### config.mk
export PLATFORM = sky130hd
export DESIGN_NAME = fetch_unit
export DESIGN_NICKNAME = d
export VERILOG_FILES = /design/src/rtl/fetch_unit.sv
export SDC_FILE = /design/constraint.sdc
export NUM_CORES = 1
export LEC_CHECK = 0
export BUFFER_PORTS_ARGS = -buffer_cell sky130_fd_sc_hd__buf_2
export CAP_MARGIN = 25
export CORE_AREA = 2 2 124 126
export CTS_BUF_LIST = sky130_fd_sc_hd__clkbuf_16
export CTS_CLUSTER_DIAMETER = 120
export DETAILED_ROUTE_END_ITERATION = 7
export DIE_AREA = 0 0 126 128
export MAX_ROUTING_LAYER = met4
export PLACE_DENSITY = 0.66
export SLEW_MARGIN = 20
export SYNTH_ARGS = -nofsm -noshare
export SYNTH_HDL_FRONTEND = slang
export SYNTH_SLANG_ARGS = --single-unit
### constraint.sdc
create_clock -name clk -period 12.9 [get_ports clk]
set_input_delay 2.58 -clock clk [delete_from_list [all_inputs] [get_ports clk]]
set_output_delay 2.58 -clock clk [all_outputs]
set_load 0.005 [all_outputs]
### src/rtl/fetch_unit.sv
// fetch_unit: instruction fetch stage feeding the decode controller.
//
// Keeps the fetch PC, issues one request at a time to instruction memory over a
// variable-latency req/ack port, buffers returned words in a DEPTH-entry
// prefetch queue and presents one instruction per cycle to the decoder.
// Decoder controls (Br/Jmp/JAL/stall) redirect or hold the stream; wrong-path
// instructions are squashed combinationally in the redirect cycle.
//
// Ports:
//   clk        in   clock, all state on rising edge
//   RST        in   asynchronous active-high reset
//   imem_req   out  request valid this cycle
//   imem_addr  out  request address (current fetch PC)
//   imem_ack   in   response valid (one request outstanding at most)
//   imem_rdata in   instruction word, valid with imem_ack
//   Br/Jmp/JAL in   decoder redirect controls (Jmp/JAL take priority over Br)
//   stall      in   decoder stall, holds issue
//   disp       in   signed branch displacement
//   jtarget    in   register target for Jmp/JAL
//   Q          out  instruction issued this cycle, 16'h0000 when none
//   q_valid    out  Q carries a real instruction
//   pc         out  link value: address of instruction held by decoder + 1
module fetch_unit #(
    parameter int DEPTH = 2
) (
    input  logic               clk,
    input  logic               RST,
    output logic               imem_req,
    output logic [15:0]        imem_addr,
    input  logic               imem_ack,
    input  logic [15:0]        imem_rdata,
    input  logic               Br,
    input  logic               Jmp,
    input  logic               JAL,
    input  logic               stall,
    input  logic signed [7:0]  disp,
    input  logic [15:0]        jtarget,
    output logic [15:0]        Q,
    output logic               q_valid,
    output logic [15:0]        pc
);

    localparam int AW = $clog2(DEPTH);
    localparam int CW = AW + 1;
    localparam logic [CW:0] DEPTH_EXT = (CW+1)'(DEPTH);

    // Branch target: base plus sign-extended displacement, modulo 2^16.
    function automatic logic [15:0] branch_target(input logic [15:0] base,
                                                  input logic signed [7:0] d);
        logic signed [15:0] d_ext;
        d_ext = {{8{d[7]}}, d};
        return base + $unsigned(d_ext);
    endfunction

    logic [15:0]   fetch_pc_q, fetch_pc_d;
    logic [15:0]   req_addr_q, req_addr_d;
    logic [15:0]   dec_addr_q, dec_addr_d;
    logic [AW-1:0] head_q, head_d;
    logic [AW-1:0] tail_q, tail_d;
    logic [CW-1:0] count_q, count_d;
    logic          outstanding_q, outstanding_d;
    logic          drop_q, drop_d;

    logic [15:0]   qaddr_mem  [DEPTH];
    logic [15:0]   qinstr_mem [DEPTH];

    logic          redirect;
    logic          ack_v;
    logic          push;
    logic          issue;
    logic          req;
    logic [CW:0]   occ_after;
    logic [15:0]   target;

    assign redirect = Br | Jmp | JAL;
    assign target   = (Jmp | JAL) ? jtarget : branch_target(dec_addr_q, disp);

    // An ack only counts while a request is outstanding, so a late ack after
    // reset release is ignored.
    assign ack_v = imem_ack & outstanding_q;
    assign push  = ack_v & ~drop_q & ~redirect;
    assign issue = (count_q != '0) & ~stall & ~redirect;

    // Occupancy after this cycle's pop/push decides whether there is room for
    // the word a new request would bring back.
    assign occ_after = {1'b0, count_q} + {{CW{1'b0}}, push} - {{CW{1'b0}}, issue};
    assign req       = ~redirect & ~RST & (~outstanding_q | ack_v) & (occ_after < DEPTH_EXT);

    assign imem_req  = req;
    assign imem_addr = fetch_pc_q;
    assign Q         = issue ? qinstr_mem[head_q] : 16'h0000;
    assign q_valid   = issue;
    assign pc        = dec_addr_q + 16'd1;

    always_comb begin
        fetch_pc_d    = fetch_pc_q;
        req_addr_d    = req_addr_q;
        dec_addr_d    = dec_addr_q;
        head_d        = head_q;
        tail_d        = tail_q;
        count_d       = count_q;
        outstanding_d = outstanding_q;
        drop_d        = drop_q;

        if (issue) begin
            dec_addr_d = qaddr_mem[head_q];
        end

        if (redirect) begin
            head_d        = '0;
            tail_d        = '0;
            count_d       = '0;
            fetch_pc_d    = target;
            // A request still in flight must have its response thrown away.
            drop_d        = outstanding_q & ~imem_ack;
            outstanding_d = outstanding_q & ~imem_ack;
        end else begin
            if (ack_v && drop_q) begin
                drop_d = 1'b0;
            end
            if (push) begin
                tail_d = tail_q + 1'b1;
            end
            if (issue) begin
                head_d = head_q + 1'b1;
            end
            count_d = count_q + {{(CW-1){1'b0}}, push} - {{(CW-1){1'b0}}, issue};
            if (req) begin
                outstanding_d = 1'b1;
                req_addr_d    = fetch_pc_q;
                fetch_pc_d    = fetch_pc_q + 16'd1;
            end else if (ack_v) begin
                outstanding_d = 1'b0;
            end
        end
    end

    always_ff @(posedge clk or posedge RST) begin
        if (RST) begin
            fetch_pc_q    <= 16'h0000;
            req_addr_q    <= 16'h0000;
            dec_addr_q    <= 16'hFFFF;
            head_q        <= '0;
            tail_q        <= '0;
            count_q       <= '0;
            outstanding_q <= 1'b0;
            drop_q        <= 1'b0;
        end else begin
            fetch_pc_q    <= fetch_pc_d;
            req_addr_q    <= req_addr_d;
            dec_addr_q    <= dec_addr_d;
            head_q        <= head_d;
            tail_q        <= tail_d;
            count_q       <= count_d;
            outstanding_q <= outstanding_d;
            drop_q        <= drop_d;
        end
    end

    // Queue storage carries data only; validity is tracked by count/head/tail.
    always_ff @(posedge clk) begin
        if (push) begin
            qaddr_mem[tail_q]  <= req_addr_q;
            qinstr_mem[tail_q] <= imem_rdata;
        end
    end

endmodule

==> flow_summary.toml, run 1 <==
[cts]
numCtsBuffers = 17
cts.sinks = 118
cts_buffer_depth = 2
clock_latency_ns = 0.41
htreeDepth = 4
clkTransAtPathRegs_ns = 0.06
cts_root_buf = "clkbuf_16"
post_cts_buffers = 0
cts_resized = 0
ctsHoldBuffers = 0
tritoncts = "yes"

[yosys]
ys_dominant_reg_cell = "edfxtp_1"
yosysTopAreaCell = "edfxtp_1"
synthTopCellsByArea = "edfxtp_1 33%, dfrtp_1 16%, dfstp_2 7.2%"
syn_area_um2 = 5799
synthArstFlopShare_pct = 45.76
synth_nets = 561
ys_seq_area_share_pct = 56.79
synth_cell_types = 48
postSynthCellCount = 493
ys.warnings.count = 0
synth.top_cell.area_share_pct = 33.14
yosys_register_bits = 118
synth_edf_count = 64
avgSynthCellArea_um2 = 11.76

[detailed_routing]
wire_per_inst_um = 16.87
vias = 4112
first_iter_violations = 200
drcViolationCount = 0
ant_nets = 0
routed_wl_um = 13360
vias_per_cell = 5.192
dr.pass1.iters = 4

[timing]
tns_ns = 0
finalMaxSlewViolations = 0
finalCriticalPeriod_ns = 8.463
rsz0062_at_grt = "false"
hold_violations = 0
finalSetupViolCount = 0
skew_ns = 0.005729
fin_crit_sh_pct = 65.61
slew_headroom_pct = 32.00
tightest_slew_ns = 1.020
clock.fmax_mhz = 118.2

[floorplanning]
die_w_um = 126
io_pins = 97
start_util_pct = 39.02
die_h_um = 128
dieArea_um2 = 16130
rows = 45
core_area_um2 = 14860

[min_path]
min_path_type = "register to register"

[setup_path]
crit_chain = "buf_2 -> or3_1 -> nor2_1 -> nand3_1 -> ha_1 -> inv_1 -> ha_1 -> inv_1 -> fa_1 -> xnor2_1 -> and4_1 -> nand2_2 -> inv_1 -> buf_2"
cpMaxStageDelayCell = "or3_1"
crit_path_max_incr_delay_ns = 0.58
critPathTopFamily = "simple AND/OR/NAND/NOR gates"
crit_required_ns = 10.32
end_kind = "output port"
cp_common_cell = "inv_1"
path_class = "input pin to output port"
crit_fanout = 22
crit_arrival_ns = 5.88
crit_buf_inv = 5
startpoint_type = "input pin"

[layout]
drive_above_1_share_pct = 28.97
area_growth_pct = 21.36
filler_cell_count = 1377
nets = 659
diodes = 0

[place]
gp_congestion = 0.8744
port_buffers = 96
hpwl_um = 9516

[global_routing]
overflow = 0
grt_max_degree = 56
grt_pass1_vias = 4110
grt_pass1_wl_um = 20910
grt_usage_pct = 17.46
antenna_found_initial = 0

[flow_run]
drv_cap = 0

[power]
total_power_mw = 0.9604
p_leak_nw = 2.845
peakVddDrop_uv = 93.76
power_density_nw_per_um2 = 136.5

[outcome]
status = "complete, no violations"
==> metal layers <==
layer  wire (µm)  vias up  track usage (%)  part of all wire [%]
li1            -     1980                -                     -
met1        6365     2005            22.50                    48
met2        6066      114            26.31                    45
met3         752       13            4.716                   5.6
met4         175        0            7.111                   1.3
met5           0        -                -                     0
==> worst register-to-register path: stages (launching register included) <==
cell      delay (ns)
dfrtp_1         0.42
o21bai_1        0.22
or2_1           0.15
inv_1           0.07
ha_1            0.28
inv_1           0.06
ha_1            0.13
inv_1           0.04
fa_1            0.37
xnor2_1         0.14
and4_1          0.47
and4_4          0.33
nand2_1         0.08
xnor2_1         0.13
a221oi_1        0.29
o21ai_0         0.13
==> Yosys cell counts (4+ instances only) <==
cell type  count
mux2_2        15
dfrtp_1       38
buf_2          5
nor2_1        41
mux2i_1       34
clkbuf_1      14
dfstp_2       16
inv_1          8
nand2_1       49
nand4_1       13
a21o_1         5
and2_1         4
nand2b_1       4
o21ai_0       43
xor2_1        11
a21oi_1       18
xnor2_1       30
nand3_1       14
ha_1          19
edfxtp_1      64
and3_1         7
==> final cells by class <==
class	count	area, µm²	area share (%)
clock inverters	15	153.9	2.187
multi-input cells	346	2389	33.94
clock buffers	17	425.4	6.044
well taps	188	235.2	3.342
inverters	8	30.03	0.4267
repair buffers	100	510.5	7.253
flip-flops and latches	118	3294	46.81
==> kinds of logic after synthesis <==
| kind of cell | count (synthesis) | share of synthesized area (%) |
|---|---|---|
| AND/OR/NAND/NOR | 147 | 11.97 |
| flip-flops | 118 | 56.79 |
| AO/OA/AOI/OAI | 88 | 9.364 |
| multiplexers | 49 | 8.781 |
| XOR/XNOR | 41 | 6.192 |
| buffers and inverters | 29 | 2.114 |
| adder cells (fa/ha/maj) | 21 | 4.790 |
==> sequential cells by signal, summed over array words and instances, names as in the netlist, 2 cells and up <==
name and flops:
count_q 2, dec_addr_q 16, imem_addr 16, req_addr_q 16, qaddr_mem 32, qinstr_mem 32
==> per-stage QoR <==
| stage | hold slack (ns) | setup slack (ns) | std cells | instance area, µm² | util [%] |
|---|---|---|---|---|---|
| 2_1_floorplan | 0.4366 | 4.837 | 493 | 5799 | - |
| 3_3_place_gp | 0.4445 | 4.541 | 760 | 6459 | 43.45 |
| 3_5_place_dp | 0.4573 | 4.439 | 760 | 6459 | 43.45 |
| 4_1_cts | 0.4685 | 4.425 | 792 | 7038 | 47.35 |
| 5_1_grt | 0.4814 | 4.201 | 792 | 7038 | 47.35 |
| 6_report | 0.4634 | 4.437 | 792 | 7038 | 47.35 |
==> layout by cell type (no fill, tap or decap), types with 3 or more instances in the layout <==
| master | n |
|---|---|
| a21o_1 | 5 |
| a21oi_1 | 18 |
| a221oi_1 | 3 |
| a22oi_1 | 3 |
| and2_1 | 4 |
| and3_1 | 7 |
| buf_2 | 96 |
| buf_4 | 4 |
| clkbuf_16 | 17 |
| clkinv_1 | 3 |
| clkinv_4 | 3 |
| clkinvlp_4 | 4 |
| dfrtp_1 | 37 |
| dfstp_2 | 16 |
| edfxtp_1 | 64 |
| ha_1 | 19 |
| inv_1 | 7 |
| inv_6 | 3 |
| mux2_2 | 15 |
| mux2i_1 | 34 |
| nand2_1 | 49 |
| nand2b_1 | 4 |
| nand3_1 | 14 |
| nand4_1 | 13 |
| nor2_1 | 39 |
| nor2b_1 | 3 |
| o21ai_0 | 43 |
| xnor2_1 | 30 |
| xor2_1 | 11 |
==> where the power goes <==
group	switching, mW	internal [mW]
Combinational	0.0316	0.0295
Clock	0.172	0.284
Sequential	0.0197	0.423
Total	0.223	0.737
==> path summary, 6_finish.rpt <==
path | from | to | slack (ns) | cells after the start
setup / recovery | Br | imem_req | 4.44 | 14
hold / removal | req_addr_q[12] | qaddr_mem[1][12] | 0.46 | 0
setup reg to reg | count_q[1] | imem_addr[13] | 9.47 | 15
hold reg to reg | req_addr_q[12] | qaddr_mem[1][12] | 0.46 | 0
max in group asynchronous | RST | head_q | 10.02 | 3
min in group asynchronous | RST | imem_addr[4] | 2.37 | 3
Note: power is estimated with default switching activity, not from simulation.
==> run 2: changes to the inputs <==
- PLACE_DENSITY: 0.66 -> 0.68
- clock period: 12.9 -> 7 ns (I/O delays scaled with it)
==> run 2 against run 1 <==
Clock-buffer cell count unchanged. Via count about the same. Worst setup slack got worse by 3.6 ns. Power increased by 91%. Die area unchanged. Final cell count increased by 0.13%. Cell area increased by 0.98%. Global-route usage decreased by 0.30 points. Clock power increased by 99%. Register-to-register slack got worse by 5.9 ns. Sequential cell count unchanged.
==> flow_summary.toml, run 2 (same netlist as run 1, synthesis figures left out) <==
[outcome]
status = "complete, no violations"

[timing]
fin_crit_sh_pct = 88.11
holdWs_ns = 0.4652
finalMaxSlewViolations = 0
finalSetupViolCount = 0
tns_ns = 0
slew_headroom_pct = 52.29
hold_violations = 0
clock.fmax_mhz = 162.1
rsz0062_at_grt = "false"
skew_ns = 0.007703
worst_slack_ns = 0.8326
finalCriticalPeriod_ns = 6.167
tightest_slew_ns = 0.7157

[place]
port_buffers = 96
gp_congestion = 0.9193
hpwl_um = 9443
dp_slack_ns = 0.8503

[layout]
drive_above_1_share_pct = 29.59
final_cell_mix = "96 x buf_2, 64 x edfxtp_1, 49 x nand2_1, 43 x o21ai_0, 39 x nor2_1"
multi_input_area_um2 = 2389
nets = 660
final_common_cell = "buf_2"
seqCellArea_um2 = 3294
area_growth_pct = 22.55
reg_top3 = "qaddr_mem (32), qinstr_mem (32)"
diodes = 0
filler_cell_count = 1344

[cts]
cts_resized = 0
numCtsBuffers = 17
cts.sinks = 118
tritoncts = "yes"
cts_root_buf = "clkbuf_16"
clkTransAtPathRegs_ns = 0.05
ctsHoldBuffers = 0
clock_latency_ns = 0.41
cts_buffer_depth = 2
htreeDepth = 4
post_cts_buffers = 0

[floorplanning]
die_w_um = 126
die_h_um = 128
start_util_pct = 39.02
io_pins = 97
dieArea_um2 = 16130
core_area_um2 = 14860
rows = 45

[power]
total_power_mw = 1.836
power_density_nw_per_um2 = 258.4
peakVddDrop_uv = 134.3
p_leak_nw = 2.888

[detailed_routing]
routed_wl_um = 13270
vias = 4113
first_iter_violations = 261
dr.pass1.iters = 5
vias_per_cell = 5.187
wire_per_inst_um = 16.73
drcViolationCount = 0
ant_nets = 0

[setup_path]
path_class = "input pin to output port"
startpoint = "Br"
reg2reg_depth = 15
cp_common_cell = "inv_1"
r2r_end = "imem_addr[13]"
critPathCapture = "imem_req"
crit_required_ns = 5.60
cpMaxStageDelayCell = "or3_1"
end_kind = "output port"
r2r_setup_slack_ns = 3.56
rr_startpoint = "count_q[1]"
crit_fanout = 22
crit_chain = "buf_2 -> or3_1 -> nor2_1 -> nand3_1 -> ha_1 -> inv_1 -> ha_1 -> inv_1 -> fa_1 -> xnor2_1 -> and4_1 -> nand2_2 -> inv_1 -> buf_2"
startpoint_type = "input pin"
crit_arrival_ns = 4.77
crit_path_max_incr_delay_ns = 0.59

[flow_run]
drv_cap = 0

[min_path]
min_path_type = "register to register"

[global_routing]
antenna_found_initial = 0
grt_max_degree = 56
grt_pass1_vias = 3939
grt_pass1_wl_um = 20690
overflow = 0
grt_usage_pct = 17.16
==> run 2: cell types whose count changed in the layout (fill, tap and decap cells not counted), sizes merged <==
cell | before | now
bufinv | 2 | 4
clkinvlp | 4 | 2
buf | 100 | 101
clkinv | 6 | 7
inv | 11 | 10
==> run 2: final cells by class <==
class                      count  share of cell area [%]
sequential                   118                   46.36
multi-input combinational    346                   33.61
timing repair buffer         101                   7.465
clock buffer                  17                   5.986
tap                          188                   3.310
clock inverter                15                   2.852
inverter                       8                  0.4225
==> run 2: layer usage <==
layer  wire, µm  global-route usage, %  up-vias
met3        598                  3.548       16
met4        163                  5.688        0
met1       6187                  23.10     1982
met5          0                      -        -
li1           -                      -     1987
met2       6319                  26.15      128
==> run 2: worst max-delay path, delay by kind of cell <==
kind,cells,cell delay (ns)
adders and majority gates,3,0.82
and+or+nand+nor,5,1.83
xor gates and xnor gates,1,0.16
buffers and inverters,5,0.57
==> run 2: power breakdown <==
group / leakage, nW / switching (mW) / internal, mW
registers: 1.21 / 0.0346 / 0.780
logic: 1.37 / 0.0584 / 0.0543
clock network: 0.304 / 0.312 / 0.597
total: 2.89 / 0.404 / 1.43
==> run 2: worst min path at each step <==
stage              startpoint               end  slack, ns  cells after the start
3_3_place_gp    req_addr_q[5]   qaddr_mem[0][5]       0.45                      0
3_5_place_dp   req_addr_q[14]  qaddr_mem[1][14]       0.46                      0
4_1_cts        req_addr_q[14]  qaddr_mem[0][14]       0.47                      0
6_report       req_addr_q[14]  qaddr_mem[0][14]       0.47                      0
5_1_grt         req_addr_q[5]   qaddr_mem[0][5]       0.48                      0
2_1_floorplan   req_addr_q[0]   qaddr_mem[0][0]       0.44                      0
==> run 2: stage by stage <==
stage                     instances  instance area (µm²)  utilization (%)
after global routing            793                 7107            47.81
final                           793                 7107            47.81
after CTS                       792                 7087            47.68
after floorplan                 493                 5799                -
after global placement          760                 6459            43.45
after detailed placement        760                 6459            43.45
